**config.mk**
```make
export PLATFORM = sky130hd
export DESIGN_NAME = pll_sync_launch
export DESIGN_NICKNAME = d
export VERILOG_FILES = /design/src/rtl/pll_sync_launch.sv
export SDC_FILE = /design/constraint.sdc
export NUM_CORES = 1
export LEC_CHECK = 0
export ABC_CLOCK_PERIOD_IN_PS = 6000
export CAP_MARGIN = 10
export CORE_ASPECT_RATIO = 1.4
export CORE_MARGIN = 1.5
export CORE_UTILIZATION = 49
export CTS_BUF_LIST = sky130_fd_sc_hd__clkbuf_4 sky130_fd_sc_hd__clkbuf_8
export DETAILED_ROUTE_END_ITERATION = 8
export GPL_TIMING_DRIVEN = 0
export PLACE_DENSITY = 0.77
export SLEW_MARGIN = 20
export SYNTH_ARGS = -nofsm -noshare
export SYNTH_HDL_FRONTEND = slang
export SYNTH_SLANG_ARGS = --single-unit
export TNS_END_PERCENT = 1
```
**constraint.sdc**
```tcl
create_clock -name fst_clk -period 6 [get_ports fst_clk]
set_input_delay 0.6 -clock fst_clk [delete_from_list [all_inputs] [get_ports fst_clk]]
set_output_delay 0.6 -clock fst_clk [all_outputs]
set_load 0.1 [all_outputs]
```
**src/rtl/pll_sync_launch.sv**
```systemverilog
`timescale 1ns/1ps
// pll_sync_launch
// Fast-domain launcher feeding a slower clock that is phase-locked to it.
// Samples are queued in a small FIFO. One word is launched per slow period,
// in the fast cycle where the phase counter equals LAUNCH. The launched word
// is held in dout_q across the slow rising edge, which is the ctr == 0 cycle.
// Launches happen only while the phase counter has been seen stepping
// continuously.
module pll_sync_launch #(
  parameter int RATIO  = 8,
  parameter int WIDTH  = 14,
  parameter int DEPTH  = 4,
  parameter int LAUNCH = RATIO / 2
) (
  input  logic                       fst_clk,
  input  logic                       rst_n,
  input  logic [$clog2(RATIO)-1:0]   ctr,
  input  logic [WIDTH-1:0]           di,
  input  logic                       di_valid,
  output logic                       di_ready,
  output logic [WIDTH-1:0]           dout,
  output logic                       dout_valid,
  output logic                       locked,
  output logic [$clog2(DEPTH):0]     level
);

  localparam int CW = $clog2(RATIO);
  localparam int AW = $clog2(DEPTH);
  localparam int PW = AW + 1;
  localparam int GW = CW + 1;

  typedef enum logic {
    UNLOCKED = 1'b0,
    LOCKED   = 1'b1
  } lock_state_t;

  lock_state_t     state_q, state_d;
  logic [CW-1:0]   last_ctr_q;
  logic [GW-1:0]   good_cnt_q, good_cnt_d;
  logic [PW-1:0]   wr_ptr_q, wr_ptr_d;
  logic [PW-1:0]   rd_ptr_q, rd_ptr_d;
  logic [WIDTH-1:0] dout_q, dout_d;
  logic            dout_valid_q, dout_valid_d;
  logic [WIDTH-1:0] mem_q [DEPTH];

  logic            step_ok;
  logic            locked_w;
  logic [PW-1:0]   level_w;
  logic            full_w;
  logic            push_w;
  logic            launch_w;
  logic            pop_w;

  // FIFO occupancy and handshake; di_ready ignores any same-cycle pop.
  always_comb begin
    level_w  = wr_ptr_q - rd_ptr_q;
    full_w   = (level_w == PW'(DEPTH));
    di_ready = rst_n & ~full_w;
    push_w   = di_valid & di_ready;
    locked_w = (state_q == LOCKED);
    launch_w = locked_w && (ctr == CW'(LAUNCH));
    pop_w    = launch_w && (level_w != '0);
  end

  // Lock tracker: needs RATIO consecutive correct steps to lock, and drops on any bad step.
  always_comb begin
    step_ok    = (ctr == CW'(last_ctr_q + 1'b1));
    state_d    = state_q;
    good_cnt_d = good_cnt_q;
    case (state_q)
      UNLOCKED: begin
        if (step_ok) begin
          if (good_cnt_q == GW'(RATIO - 1)) begin
            state_d    = LOCKED;
            good_cnt_d = '0;
          end else begin
            good_cnt_d = good_cnt_q + GW'(1);
          end
        end else begin
          good_cnt_d = '0;
        end
      end
      LOCKED: begin
        if (!step_ok) begin
          state_d    = UNLOCKED;
          good_cnt_d = '0;
        end
      end
      default: begin
        state_d    = UNLOCKED;
        good_cnt_d = '0;
      end
    endcase
  end

  // Pointer and launch register next-state; an empty launch clears valid but keeps dout.
  always_comb begin
    wr_ptr_d     = wr_ptr_q;
    rd_ptr_d     = rd_ptr_q;
    dout_d       = dout_q;
    dout_valid_d = dout_valid_q;
    if (push_w) begin
      wr_ptr_d = wr_ptr_q + PW'(1);
    end
    if (launch_w) begin
      if (pop_w) begin
        dout_d       = mem_q[rd_ptr_q[AW-1:0]];
        dout_valid_d = 1'b1;
        rd_ptr_d     = rd_ptr_q + PW'(1);
      end else begin
        dout_valid_d = 1'b0;
      end
    end else if (!locked_w) begin
      dout_valid_d = 1'b0;
    end
  end

  // State registers; reset discards queued data and drops the launch outputs at once.
  always_ff @(posedge fst_clk or negedge rst_n) begin
    if (!rst_n) begin
      state_q      <= UNLOCKED;
      last_ctr_q   <= '0;
      good_cnt_q   <= '0;
      wr_ptr_q     <= '0;
      rd_ptr_q     <= '0;
      dout_q       <= '0;
      dout_valid_q <= 1'b0;
    end else begin
      state_q      <= state_d;
      last_ctr_q   <= ctr;
      good_cnt_q   <= good_cnt_d;
      wr_ptr_q     <= wr_ptr_d;
      rd_ptr_q     <= rd_ptr_d;
      dout_q       <= dout_d;
      dout_valid_q <= dout_valid_d;
    end
  end

  // FIFO storage; contents need no reset since the pointers define validity.
  always_ff @(posedge fst_clk) begin
    if (push_w) begin
      mem_q[wr_ptr_q[AW-1:0]] <= di;
    end
  end

  assign dout       = dout_q;
  assign dout_valid = dout_valid_q;
  assign locked     = locked_w;
  assign level      = level_w;

endmodule

```
* Word level (Yosys, flattened, before mapping) *
Memories as Yosys holds them, arrays and structs flattened. A register that Yosys moved wholly into a read port is not among the register bits.
Cells that the tools add are included.

cells by class
  add/subtract/negate cells = 5
  eq/ne operators = 6
  muxes and demuxes = 13
  bitwise operators = 4
  reductions and logical operators = 5

operators by type and width
  operator                                                                  count
  4-bit two-way mux                                                         3
  3-bit by 1-bit adder with 3-bit output (second input constant)            3
  1-bit two-way mux                                                         8
  4-bit case mux with 2 select lines                                        1
  3-bit == test (second input constant)                                     2
  4-bit by 1-bit adder with 4-bit output (second input constant)            1
  4-bit by 3-bit == test with 1-bit output (second input constant)          1
  3-bit == test                                                             1
  3-bit nonzero test                                                        1
  3-bit subtractor                                                          1
  1-bit AND                                                                 2
  1-bit logical AND                                                         2
  2-bit by 1-bit inequality test with 1-bit output (second input constant)  1
  2-bit inequality test (second input constant)                             1
  1-bit NOT                                                                 2
  1-bit case mux with 2 select lines                                        1
  2-bit AND reduction                                                       1
  1-bit logical NOT                                                         1

word-level totals
  register bits = 15
  bits in writable memories = 56
  memories kept = 1

memory list
  memory  depth  bits a word  read ports  clocked after Yosys merged registers in  wr ports  RTL line  RTL
  mem_q   4      14           1           1                                        1         44        logic [WIDTH-1:0] mem_q [DEPTH];

* Logic depth before layout (Yosys ltp) *
Gate-level depths: netlist of run 1.

  word-level depth = 7
  depth in mapped cells = 7

* Worst setup path before layout of run 1 *
OpenSTA, ideal clock, no wires.

  kind = register to output
  start = reg wr_ptr_q[0]
  end = out di_ready
  arrival = 3.200 ns
  required time = 5.400 ns
  setup slack = 2.200 ns
  stages on the path, launching flop included = 6
  path buffers = 0
  cells stage by stage = dfrtp_1 -> inv_1 -> ha_1 -> fa_1 -> xor3_2 -> a31oi_1

on the way
  longest elaborated chain between the ends = 4

RTL lines
  what                    RTL line  RTL
  start, declared         40        logic [PW-1:0] wr_ptr_q, wr_ptr_d;
  start signal, assigned  132       wr_ptr_q <= wr_ptr_d;
  3-bit subtractor        56        level_w = wr_ptr_q - rd_ptr_q;
  via level[2]            24        output logic [$clog2(DEPTH):0] level
  3-bit == test           57        full_w = (level_w == PW'(DEPTH));
  1-bit NOT               58        di_ready = rst_n & ~full_w;
  1-bit AND               58
  end, declared           20        output logic di_ready,

The timed path passes the listed nets, and every way through them passes these cells.

* Worst setup path in the final report of run 1 *
  start = reg wr_ptr_q[0]
  end = out di_ready

on the way
  longest elaborated chain between the ends = 4

RTL lines
  what              RTL line
  3-bit subtractor  56
  3-bit == test     57
  1-bit NOT         58
  1-bit AND         58

Every way passes these cells.

==> results of run 1 <==
==> final cells by class <==
cell class	instances	area [sq um]	area share (%)
Clock inverter	6	53.8	1.30
Buffer	5	37.5	0.908
Sequential cell	85	2410	58.3
Tap cell	92	115	2.79
Timing Repair Buffer	40	397	9.60
Multi-Input combinational cell	79	962	23.3
Inverter	6	22.5	0.545
Clock buffer	10	138	3.33
==> power groups by stage <==
stage                     combinational (mW)  sequential [mW]  clock [mW]
after floorplan                        0.193            0.712           0
after detailed placement               0.273            0.715           0
final                                  0.269            0.701       0.384
after global placement                 0.264            0.712           0
after CTS                              0.273            0.702       0.394
after global routing                   0.287            0.707       0.415
==> worst reg2reg max path, cell delays in order (launching register included) <==
cell     delay (ns)
dfrtp_1        0.39
inv_1          0.11
ha_1           0.22
fa_1           0.37
xor3_2         0.35
a31oi_2        0.34
and2_1         0.68
==> cell usage in the layout (no fill, tap or decap), types with 3 or more instances in the layout <==
master / synthesis / routed
mux2_4: 9 / 9
mux4_2: 14 / 14
dfrtp_1: 29 / 29
inv_1: 6 / 6
buf_2: 2 / 3
mux2_2: 7 / 7
clkbuf_8: 0 / 10
xnor2_1: 5 / 5
and2_1: 3 / 3
clkdlybuf4s50_1: 0 / 38
a21oi_1: 3 / 3
nor2_1: 6 / 6
ha_1: 8 / 8
nand2_1: 4 / 4
edfxtp_1: 56 / 56
==> cell usage after synthesis (all sizes together), types with 2 or more instances <==
| library cell | number |
|---|---|
| a21oi | 3 |
| a31oi | 3 |
| and2 | 3 |
| buf | 3 |
| clkbuf | 2 |
| dfrtp | 29 |
| edfxtp | 56 |
| ha | 8 |
| inv | 6 |
| mux2 | 16 |
| mux4 | 14 |
| nand2 | 4 |
| nand3 | 2 |
| nor2 | 6 |
| or3 | 2 |
| xnor2 | 5 |
| xor2 | 2 |
==> registers in the layout, summed over array words and instances (netlist names) <==
| name | flops |
|---|---|
| wr_ptr_q | 3 |
| last_ctr_q | 3 |
| mem_q | 56 |
| good_cnt_q | 4 |
| dout_valid | 1 |
| locked | 1 |
| dout | 14 |
| rd_ptr_q | 3 |
==> worst max-delay path by stage <==
stage | start | endpoint
floorplan | wr_ptr_q[0] | di_ready
global placement | rst_n | mem_q[3][1]
detailed placement | wr_ptr_q[0] | di_ready
CTS | wr_ptr_q[0] | di_ready
global route | wr_ptr_q[0] | di_ready
finish | wr_ptr_q[0] | di_ready
==> cell families after synthesis <==
family | after synthesis | share of synthesized area, %
DFF | 85 | 70.3
muxes | 31 | 15.8
and+or+nand+nor | 21 | 3.36
buffers and inverters | 11 | 1.75
AOI/OAI and AO/OA | 9 | 2.12
xor gates and xnor gates | 9 | 3.18
adders and majority gates | 9 | 3.51
==> layer usage <==
layer  up-vias  part of all wire [%]
met2        29                    53
met5         -                     0
met3        16                   2.9
met4         0                   3.3
met1       829                    41
li1        777                     -
==> per-stage QoR <==
stage               hold slack (ns)  power [mW]  instance area [sq um]  worst slack [ns]
floorplan                     0.304       0.905                   3420              2.20
detailed placement            0.490       0.988                   3940              2.62
global placement              0.464       0.976                   3930              1.78
global route                  0.332        1.41                   4130              2.14
finish                        0.280        1.35                   4130              2.23
CTS                           0.302        1.37                   4130              2.22
==> results.md, run 1 <==
- Outcome: finished, final reports clean
- Non-filler instance count after layout: between 300 and 400
- Fin Setup TNS: 0 ns
- CTS sink count: between 80 and 90
- Worst path required time: approximately 5.4 ns
- Max-slew violation count: 0
- Proportion of power drawn by the clock network: ~28%
- Hold_buf cts: 0
- Sequential area share after synthesis: 70.3%
- Synth top area share: 49.1%
- Fill cell count: between 500 and 600
- FF+latch count, synth: 85
- DRC: 0
- Ys async rst share: between 30% and 40%
- Fin nets: ~260
- Final WL: 5400 um
- Reg power frac: a little over 50%
- Least-Margin Pin Slew: a little under 1 ns
- Mapped Cells: 175
- CTS clk-pin slew, worst paths: 0.09 ns
- CP top delay family: buffers and inverters
- Post_cts resized: 0
- Internal power of the cells: 0.931 mW
- Core area: between 0.006 and 0.007 sq mm
- Pwr Density: 328 mW/mm^2
- Fmax achieved: roughly 0.27 GHz
- Sw frac: about 31%
- RSZ-0062 raised after global routing: false
- Worst hold path class: input port to asynchronous set/reset pin
- Top FF cell, synth: edfxtp_1
- Worst Path Arrival: 3.17 ns
- H-tree depth: 3
- Layout cell share with drive strength beyond 1: 24.2%
- WL per Instance: approximately 17 um
- FF-to-FF path depth: 6
- Die W: about 74 um
- Clock skew: roughly 0.014 ns
- TritonCTS clock tree: built
- Sw power: 0.423 mW
- Area delta synth->final: 20.7%
- Layout Utilization: 62.1%
- Crit start category: flip-flop
- Worst path max stage delay: about 1.2 ns
- WP buf/inv: 2
- Synth area leaders: edfxtp_1 (49%), dfrtp_1 (21%), mux4_2 (9.2%)
- Period minus WS final: roughly 3.8 ns
- Placed cell count: roughly 310
- Cell breakdown of the critical path: inv_1, ha_1, fa_1, xor3_2, a31oi_1, clkdlybuf4s50_1
- Vias in the first global route: between 1500 and 2000
- Yosys warning total: 0
- Max-cap viol count: 0
- Worst-path maximum fanout: 7
- Routed vias: ~1700
- Worst R2R End: mem_q[2][5]
- Avg Inst Size Synth: 19.6 sq um
- Boundary pin count: 40
- Fin crit share: around 63%
- Gr busiest metal: met2
- Die area: between 0.007 and 0.008 sq mm
- Clk root buf: clkbuf_8
- Post-CTS setup buffers: 0
- Max VDD drop: 0.000168 V
- Row Count: 35
- Total CTS buffers: 9
- Global placement routability congestion: approximately 0.76
- Max-slew headroom at the worst pin: 34.3%
- Worst r2r src: wr_ptr_q[0]
- Met3 GRT Util: 3.25%
- Detailed placement HPWL: 3600 um
- Diodes inserted: 0
- Die Span Y: ~100 um
- Via density: between 5 and 6
- Setup violators final: 0
- Post-synthesis cell type count: 31
- Leakage: about 1.6 nW
- Hold Violations, Final: 0
- Initial antenna violation count: 0
- Critical path depth: 6
- Comb power frac: about a fifth
- Detailed router's first-iteration violation count: about 60
- Grt ovf: 0
- Worst R2R Setup Slack: about 3.2 ns
- Crit Path Category: flip-flop to output pin
- GR Util met2: between 20% and 30%
- Worst skew pair latency: 0.36 ns
- Worst-path cell with the longest stage delay: clkdlybuf4s50_1
- Initial Util: 51.4%
- Largest net degree at the start of global routing: 33
- Detail Route Antenna Nets: 0
- Nature of the critical path endpoint: output pin
- I/O Buffers: 39
- First-pass GRT wire length: ~8500 um
- Mapped Area: between 0.003 and 0.004 sq mm
- Synth area leader: edfxtp_1
- GRT Total Usage: 16.2%
- Syn nets: about 200
- EDFF count, synth: between 50 and 60
- Clock Tree Buf Depth: 2
- Routing usage on met1: 18.5%
- DRT Pass-1 Iters: 4
No activity file was read; power rests on OpenSTA's default activity.
==> run 2, diff against run 1 <==
--- a/config.mk
+++ b/config.mk
@@ -5,7 +5,7 @@
 export SDC_FILE = /design/constraint.sdc
 export NUM_CORES = 1
 export LEC_CHECK = 0
-export ABC_CLOCK_PERIOD_IN_PS = 6000
+export ABC_CLOCK_PERIOD_IN_PS = 3300
 export CAP_MARGIN = 10
 export CORE_ASPECT_RATIO = 1.4
 export CORE_MARGIN = 1.5
@@ -13,7 +13,7 @@
 export CTS_BUF_LIST = sky130_fd_sc_hd__clkbuf_4 sky130_fd_sc_hd__clkbuf_8
 export DETAILED_ROUTE_END_ITERATION = 8
 export GPL_TIMING_DRIVEN = 0
-export PLACE_DENSITY = 0.77
+export PLACE_DENSITY = 0.8
 export SLEW_MARGIN = 20
 export SYNTH_ARGS = -nofsm -noshare
 export SYNTH_HDL_FRONTEND = slang
==> constraint.sdc (replaced) <==
create_clock -name fst_clk -period 3.3 [get_ports fst_clk]
set_input_delay 0.33 -clock fst_clk [delete_from_list [all_inputs] [get_ports fst_clk]]
set_output_delay 0.33 -clock fst_clk [all_outputs]
set_load 0.1 [all_outputs]
==> results.md, run 2 (synthesis gave the netlist of run 1 again) <==
- Nature of the critical path endpoint: output pin
- Clock Tree Buf Depth: 2 (unchanged)
- Boundary pin count: 40 (unchanged)
- DRT Pass-1 Iters: 5 (+1)
- I/O Buffers: 39 (unchanged)
- Die area: 0.00750 sq mm (unchanged)
- Die W: 73.6 um (unchanged)
- Fmax achieved: 0.316 GHz
- End of the critical path: di_ready
- Total CTS buffers: 9 (unchanged)
- Placed cell count: 307 (unchanged)
- Detail Route Antenna Nets: 0 (unchanged)
- Worst hold slack: 0.0355 ns (-0.244 ns)
- Gr busiest metal: met2
- Max-slew headroom at the worst pin: 34.9% (+0.62 points)
- Row Count: 35 (unchanged)
- Max-slew violation count: 0 (unchanged)
- Clock skew: 0.0156 ns (+0.00170 ns)
- Final Instance Area: 0.00422 sq mm (+2.1%)
- Most common cell after layout, fill and taps aside: edfxtp_1
- H-tree depth: 3 (unchanged)
- Worst R2R End: mem_q[2][5]
- Routing usage on met1: 19.8% (+1.3 points)
- Vias in the first global route: 1685 (-5.6%)
- CTS sink count: 85 (unchanged)
- Worst Path Arrival: 2.84 ns (-0.33 ns)
- DRC: 0 (unchanged)
- Setup violators final: 0 (unchanged)
- GR Util met2: 26.8% (-0.76 points)
- RSZ-0062 raised after global routing: false
- Detailed placement HPWL: 3580 um (-0.41%)
- Global placement routability congestion: 0.682 (-9.8%)
- Crit Path Category: flip-flop to output pin
- CTS clk-pin slew, worst paths: 0.09 ns (about the same)
- Clk root buf: clkbuf_8
- Critical path origin: wr_ptr_q[0]
- Pre-CTS setup slack: 0.210 ns (-2.41 ns)
- Most frequent cells in the layout: edfxtp_1 (56), clkdlybuf4s50_1 (36), dfrtp_1 (29), mux4_2 (14)
- Fin crit share: between 90% and 100%
- Worst R2R Setup Slack: 0.44 ns (-2.72 ns)
- Post-CTS setup buffers: 0 (unchanged)
- Grt ovf: 0 (unchanged)
- Layout cell share with drive strength beyond 1: 24.7% (+0.43 points)
- Pwr Density: 643 mW/mm^2 (+96%)
- First-pass GRT wire length: 8560 um (about the same)
- Worst-path maximum fanout: 7 (unchanged)
- Non-filler instance count after layout: 323 (unchanged)
- Least-Margin Pin Slew: 0.973 ns (-0.00928 ns)
- Max FFs per register: 56 (unchanged)
- Period minus WS final: ~3.2 ns
- Max VDD drop: 0.000308 V (+84%)
- Worst hold path class: input port to asynchronous set/reset pin
- Final WL: 5370 um (-0.59%)
- Fin nets: 255 (unchanged)
- Worst r2r src: wr_ptr_q[0]
- Fin Setup TNS: 0 ns (unchanged)
- Die Span Y: 102 um (unchanged)
- Cell breakdown of the critical path: inv_1, ha_1, fa_1, xor3_2, a31oi_2, clkdlybuf4s15_1
- TritonCTS clock tree: built
- Core area: 0.00666 sq mm (unchanged)
- Area delta synth->final: 23.2%
- FF-to-FF path depth: 6 (unchanged)
- Largest net degree at the start of global routing: 33 (unchanged)
- Area after DPL: 0.00395 sq mm (+0.25%)
- Via density: 5.13 (+0.30%)
- Hold Violations, Final: 0 (unchanged)
- Worst skew pair latency: 0.34 ns (-0.02 ns)
- Met3 GRT Util: 3.75% (+0.49 points)
- Detailed router's first-iteration violation count: 101 (+71%)
- GRT Total Usage: 16.1% (-0.057 points)
- Worst path max stage delay: 0.84 ns (-0.31 ns)
- WL per Instance: 16.6 um (-0.59%)
- Outcome: finished, final reports clean
- Routed vias: 1656 (+0.30%)
- Diodes inserted: 0 (unchanged)
- Initial Util: 51.4% (unchanged)
- Worst-path cell with the longest stage delay: clkdlybuf4s15_1
- Leakage: 1.62 nW (+2.4%)
- Hold_buf cts: 0 (unchanged)
- Worst path required time: 2.97 ns (-2.43 ns)
- Worst setup margin: 0.134 ns (-2.09 ns)
- Max-cap viol count: 0 (unchanged)
- Crit start category: flip-flop
- Initial antenna violation count: 0 (unchanged)
[run 2: cell types whose count changed in the layout (fill, tap and decap cells not counted)]
| cell | previous run | this run |
|---|---|---|
| clkinv_4 | 2 | 1 |
| dlygate4sd2_1 | 0 | 1 |
| buf_8 | 0 | 1 |
| a31oi_1 | 1 | 0 |
| clkdlybuf4s50_1 | 38 | 36 |
| buf_6 | 1 | 0 |
| bufinv_16 | 0 | 4 |
| inv_8 | 1 | 0 |
| inv_6 | 2 | 1 |
| clkbuf_8 | 10 | 9 |
| a31oi_2 | 2 | 3 |
| clkdlybuf4s15_1 | 0 | 1 |
[run 2: timing repair]
item	CTS	global route
gates cloned	0	0
gates resized for setup	2	1
endpoints found under the hold margin	0	0
setup endpoints to repair	2	1
[run 2: worst max-delay path, delay by kind of cell, from the launching register on]
family / cells / cell delay, ns
buf+inv: 2 / 0.95
fa+ha+maj: 2 / 0.60
flops: 1 / 0.39
xor+xnor: 1 / 0.34
compound gates: 1 / 0.21
[run 2: worst min path at each step]
stage | endpoint | slack, ns | depth (start not counted)
3_5_place_dp | dout[7] | 0.43 | 1
2_1_floorplan | dout[0] | 0.03 | 0
3_3_place_gp | rd_ptr_q[2] | 0.47 | 1
5_1_grt | dout[7] | 0.08 | 1
4_1_cts | dout[7] | 0.05 | 1
6_report | dout[7] | 0.04 | 1
[run 2: layout make-up]
type	instances	area, sq um
buffer	5	37.5
clock buffer	9	124
clock inverter	7	145
fill	476	2440
inverter	6	22.5
multi-input combinational	79	968
sequential	85	2410
tap	92	115
timing repair buffer	40	399
[run 2: per-stage QoR]
step	total power [mW]	utilization (%)
global placement	1.77	59.1
finish	2.71	63.4
global route	2.81	63.4
CTS	2.73	63.4
detailed placement	1.80	59.4
floorplan	1.65	-
[run 2: report_power, final]
group          internal, mW  leakage [nW]  total, mW  switching, mW
combinational         0.144         0.589      0.490          0.346
clock                 0.583         0.130      0.947          0.364
sequential             1.24         0.899       1.27         0.0345
[run 2: routing by layer]
layer | wire, um | share of wire, %
met1 | 2210 | 41
met2 | 2930 | 55
met3 | 147 | 2.7
met4 | 76 | 1.4
met5 | 0 | 0
==> patch 1, RTL diff (config.mk and constraints of run 2) <==
Change the parameter `RATIO` from 8 to 4.
--- a/src/rtl/pll_sync_launch.sv
+++ b/src/rtl/pll_sync_launch.sv
@@ -8,5 +8,5 @@
 // continuously.
 module pll_sync_launch #(
-  parameter int RATIO  = 8,
+  parameter int RATIO  = 4,
   parameter int WIDTH  = 14,
   parameter int DEPTH  = 4,
Interface: changed (resized ctr); port bits go from 40 to 39. The function was not compared with the original's and may differ.
==> patch 1 against run 2 <==
  * The flow now finishes with violations (negative hold slack)
  * Combinational power up 41%
  * Area after synthesis down 3.5%
  * Wire length down 1.5%
  * Cell area down 5.1%
  * Total power down 0.60%
  * Global-route usage up 0.58 points
  * Critical path depth down 1
  * Sequential cell count down 2
  * Core utilization down 2.5 points
  * Setup slack worse by 0.0038 ns
  * Clock skew down 0.0061 ns
  * Critical path type unchanged
  * Largest power group unchanged
==> patch 1: results (changes against run 2) <==
placement:
  dpl.hpwl_um: 3540  # -1.2%
  place_congestion: 0.731  # +7.2%
  port_buffers: 38  # -2.6%
  dp.cells: 280  # -8.8%
finish:
  fin_cells: 296  # -8.4%
  layout-drive-gt1-share: 0.248  # +0.000995
  nets: 244  # -4.3%
global_routing:
  grt_pass1_wl_um: 8490  # -0.74%
  grt_use_total: 0.167  # +0.00580
  grt_max_degree: 31  # -6.1%
  grt_pass1_vias: 1680  # -0.30%
status:
  status: "complete, but fails checks"
  violations: "negative hold slack"
route:
  dr.pass1.iters: 4  # -1
  vias: 1584  # -4.3%
  wl_per_cell_um: 17.9  # +7.5%
pwr:
  peakVddDrop_mv: 0.344  # +12%
  power_leakage_nw: 1.53  # -5.6%
logic_synthesis:
  syn_nets: 194  # -4.9%
  synth_common_cells: "56 x edfxtp_1, 27 x dfrtp_1, 14 x mux4_2"
  async_reset_ff_frac: 0.325  # -0.0159
  seq_area_frac_synth: 0.714  # +0.0107
  synth_cell_types: 28  # -9.7%
  synth.top_cells.by_area: "edfxtp_1 51%, dfrtp_1 20%, mux4_2 9.5%"
  synth_compound_area_frac: 0.0197  # -0.00149
  synth_fa_ha_area_frac: 0.0326  # -0.00250
  synth-xor-area-share: 0.0208  # -0.0110
  synth_mux_area_frac: 0.163  # +0.00579
timing:
  finalHoldViolCount: 4  # +4
  worst_clock_skew_ns: 0.00948  # -0.00614 ns
  worst_pin_slew_ns: 0.984  # +0.0105 ns
  hold_slack_ns: -0.00497  # -0.0405 ns
critical_path:
  cp_max_fo: 5  # -2
  crit_arrival_ns: 2.84  # about the same
-- patch 1: report_power, final --
part	total (W)	switching [W]	internal (W)	leakage, nW
registers	0.00128	0.0000455	0.00123	0.870
clock network	0.000730	0.000349	0.000381	0.0992
logic	0.000691	0.000479	0.000211	0.558
total	0.00270	0.000874	0.00182	1.53
-- patch 1: cell type report --
cell class                 count  area (um^2)
buffer                         5         45.0
clock buffer                  11          145
clock inverter                 5         62.6
fill                         474         2570
inverter                       7         26.3
multi-input combinational     72          886
sequential                    83         2360
tap                           74         92.6
timing repair buffer          39          388
-- patch 1: layer usage --
layer / track usage / wire length, um / share of wire
met1: 0.186 / 2100 / 0.40
met2: 0.285 / 2930 / 0.55
met3: 0.0602 / 170 / 0.032
met4: 0.0726 / 78 / 0.015
met5: 0 / 0 / 0
-- patch 1: kinds of logic (layout without fill, tap and decap cells) --
logic type               Yosys count  count (layout)
flip-flops                        83              83
multiplexers                      31              31
adder cells (fa/ha/maj)            8               8
AND/OR/NAND/NOR                   18              18
XOR/XNOR                           6               6
buffers and inverters             12              67
AO/OA/AOI/OAI                      9               9
-- patch 1: worst paths after layout --
path,startpoint,endpoint,slack [ns],cells after the start
max reg2reg,wr_ptr_q[0]$_DFFE_PN0P_,mem_q[2][12]$_DFFE_PP_,0.34,6
min,rst_n,good_cnt_q[2]$_DFFE_PN0P_,-0.005,1
min reg2reg,rd_ptr_q[2]$_DFFE_PN0P_,rd_ptr_q[2]$_DFFE_PN0P_,0.51,1
max,wr_ptr_q[0]$_DFFE_PN0P_,level[1],0.13,5
max in group asynchronous,rst_n,rd_ptr_q[0]$_DFFE_PN0P_,2.88,1
min in group fst_clk,ctr[0],last_ctr_q[0]$_DFF_PN0_,0.49,1
-- patch 1: metrics by stage --
step           utilization  setup WS (ns)  area (um^2)  total power (W)
6_report             0.609          0.130         4000          0.00270
5_1_grt              0.609         0.0245         4000          0.00281
4_1_cts              0.609         0.0174         4000          0.00272
3_5_place_dp         0.578          0.249         3790          0.00200
3_3_place_gp         0.576         -0.516         3780          0.00197
2_1_floorplan            -          0.347         3310          0.00181
-- patch 1: critical path, stage by stage, from the launching register on --
cell and delay (ns):
dfrtp_1 0.40, inv_1 0.11, ha_1 0.22, fa_1 0.54, inv_1 0.09, clkdlybuf4s50_1 1.12
-- patch 1: repair_timing --
| action | CTS | global route |
|---|---|---|
| hold endpoints to repair | 0 | 0 |
| resized for setup | 1 | 1 |
| hold buffers | 0 | 0 |
| setup endpoints to repair | 1 | 1 |
==> patch 2, RTL diff (config.mk and constraints of run 2) <==
Without the edit above. Register the output `level`; this adds one clock of latency there. The other outputs are not delayed to match.
--- a/src/rtl/pll_sync_launch.sv
+++ b/src/rtl/pll_sync_launch.sv
@@ -147,5 +147,7 @@
   assign dout_valid = dout_valid_q;
   assign locked     = locked_w;
-  assign level      = level_w;
+  always_ff @(posedge fst_clk) begin
+    level <= level_w;
+  end
 
 endmodule
Function: changed (Yosys sat finds a counterexample within 4 cycles, from zero or initial values and one cycle with rst_n low).
==> patch 2 against run 2 <==
  * Via count up 2.8%
  * Total power down 9.2%
  * Sequential cell count up 3
  * Sequential power up 6%
  * Wire length up 3.4%
  * Setup slack better by 0.0014 ns
  * Critical path depth unchanged
  * Cell area down 0.39%
  * Area after synthesis up 1.8%
  * Synthesized cell count up 1.7%
  * Count of clock-buffer cells in the layout up 3
  * Critical endpoint unchanged
==> patch 2: results (changes against run 2) <==
critical_path:
  slowest_delay_ns: 0.87  # +0.03 ns
  critical_path.slowest_cell: "dlygate4sd2_1"
  crit_arrival_ns: 2.83  # about the same
route:
  drtIter0Drc: 106  # +5.0%
  wl_per_cell_um: 16.8  # +0.93%
  via_per_inst: 5.14  # +0.29%
  dr.pass1.iters: 4  # -1
timing:
  slew_headroom: 0.341  # -0.00790
  worst_clock_skew_ns: 0.00740  # -0.00822 ns
logic_synthesis:
  synth_ff_type: "edfxtp_1"
  synth.top_cells.by_area: "edfxtp_1 48%, dfrtp_1 21%, mux4_2 9.1%"
  synth_cell_types: 32  # +3.2%
  async_reset_ff_frac: 0.330  # -0.0116
  seq_area_frac_synth: 0.708  # +0.00512
global_routing:
  grt_max_degree: 31  # -6.1%
  grtUsageMet2: 0.257  # -0.0113
  grt_use_met3: 0.0391  # +0.00163
  gr-usage-met1: 0.201  # +0.00345
  grt_pass1_wl_um: 8700  # +1.7%
  grt_use_total: 0.161  # +0.000279
  grt_pass1_vias: 1737  # +3.1%
pwr:
  peakVddDrop_mv: 0.340  # +10%
  p_sw_frac: 0.294  # +0.0192
  power_leakage_nw: 1.62  # -0.18%
placement:
  dpl.hpwl_um: 3750  # +4.6%
  placed_area_um2: 4030  # +1.9%
  post-place-ws_ns: 0.206  # -0.00416 ns
status:
  status: "finished, final reports clean"
clock_tree:
  cts_buffers: 9  # unchanged
  root_buffer: "clkbuf_8"
finish:
  layout-drive-gt1-share: 0.242  # -0.00523
## patch 2: changes by cell type after synthesis
cell            run 2  this run
dfxtp_1             0         3
## patch 2: power by group through the flow
stage	Combinational (W)	Clock, W	Sequential (W)
floorplan	0.000203	0	0.00150
global placement	0.000474	0	0.00135
detailed placement	0.000496	0	0.00136
CTS	0.000496	0.000648	0.00134
global route	0.000522	0.000699	0.00135
finish	0.000490	0.000637	0.00134
## patch 2: per-stage QoR
| step | cells | total power, W |
|---|---|---|
| finish | 331 | 0.00246 |
| global route | 331 | 0.00257 |
| CTS | 331 | 0.00248 |
| detailed placement | 314 | 0.00186 |
| global placement | 312 | 0.00183 |
| floorplan | 178 | 0.00170 |
## patch 2: metal layers
| layer | vias to the layer above | wire length [um] |
|---|---|---|
| li1 | 786 | - |
| met1 | 873 | 2360 |
| met2 | 33 | 2860 |
| met3 | 10 | 176 |
| met4 | 0 | 150 |
| met5 | - | 0 |
## patch 2: area by class of cell
type,instances,area (um^2)
clock buffers,12,146
multi-input cells,79,962
plain buffers,5,37.5
well taps,95,119
inverters,6,22.5
repair buffers,42,425
fillers,548,2730
clock inverters,4,22.5
flip-flops and latches,88,2470
## patch 2: cells by family (layout without fill, tap and decap cells)
kind of cell             Yosys count  in the layout  share of synthesized area
flip-flops                        88             88                      0.708
multiplexers                      31             31                      0.155
AND/OR/NAND/NOR                   21             21                     0.0330
buffers and inverters             11             69                     0.0172
adder cells (fa/ha/maj)            9              9                     0.0345
AO/OA/AOI/OAI                      9              9                     0.0208
XOR/XNOR                           9              9                     0.0312
## patch 2: worst paths after layout
kind	depth (start not counted)	start	endpoint	slack, ns
max	6	wr_ptr_q[0]$_DFFE_PN0P_	di_ready	0.14
min	2	rst_n	dout[6]$_DFFE_PN0P_	0.33
max reg2reg	6	wr_ptr_q[0]$_DFFE_PN0P_	mem_q[2][8]$_DFFE_PP_	0.45
min reg2reg	1	rd_ptr_q[2]$_DFFE_PN0P_	rd_ptr_q[2]$_DFFE_PN0P_	0.49
max in group asynchronous	3	rst_n	dout[4]$_DFFE_PN0P_	2.60
min in group fst_clk	1	rd_ptr_q[2]$_DFFE_PN0P_	rd_ptr_q[2]$_DFFE_PN0P_	0.49
## patch 2: timing repair
action | 4_1_cts | 5_1_grt
endpoints found under the hold margin | 29 | 0
setup endpoints to repair | 1 | 0
gates resized for setup | 1 | 0
hold buffers | 1 | 0
## patch 2: worst register-to-register path, stage by stage (launching register included)
cell and delay (ns):
dfrtp_1 0.38, inv_1 0.11, ha_1 0.22, fa_1 0.38, xor3_2 0.34, a31oi_2 0.36, and2_1 0.69
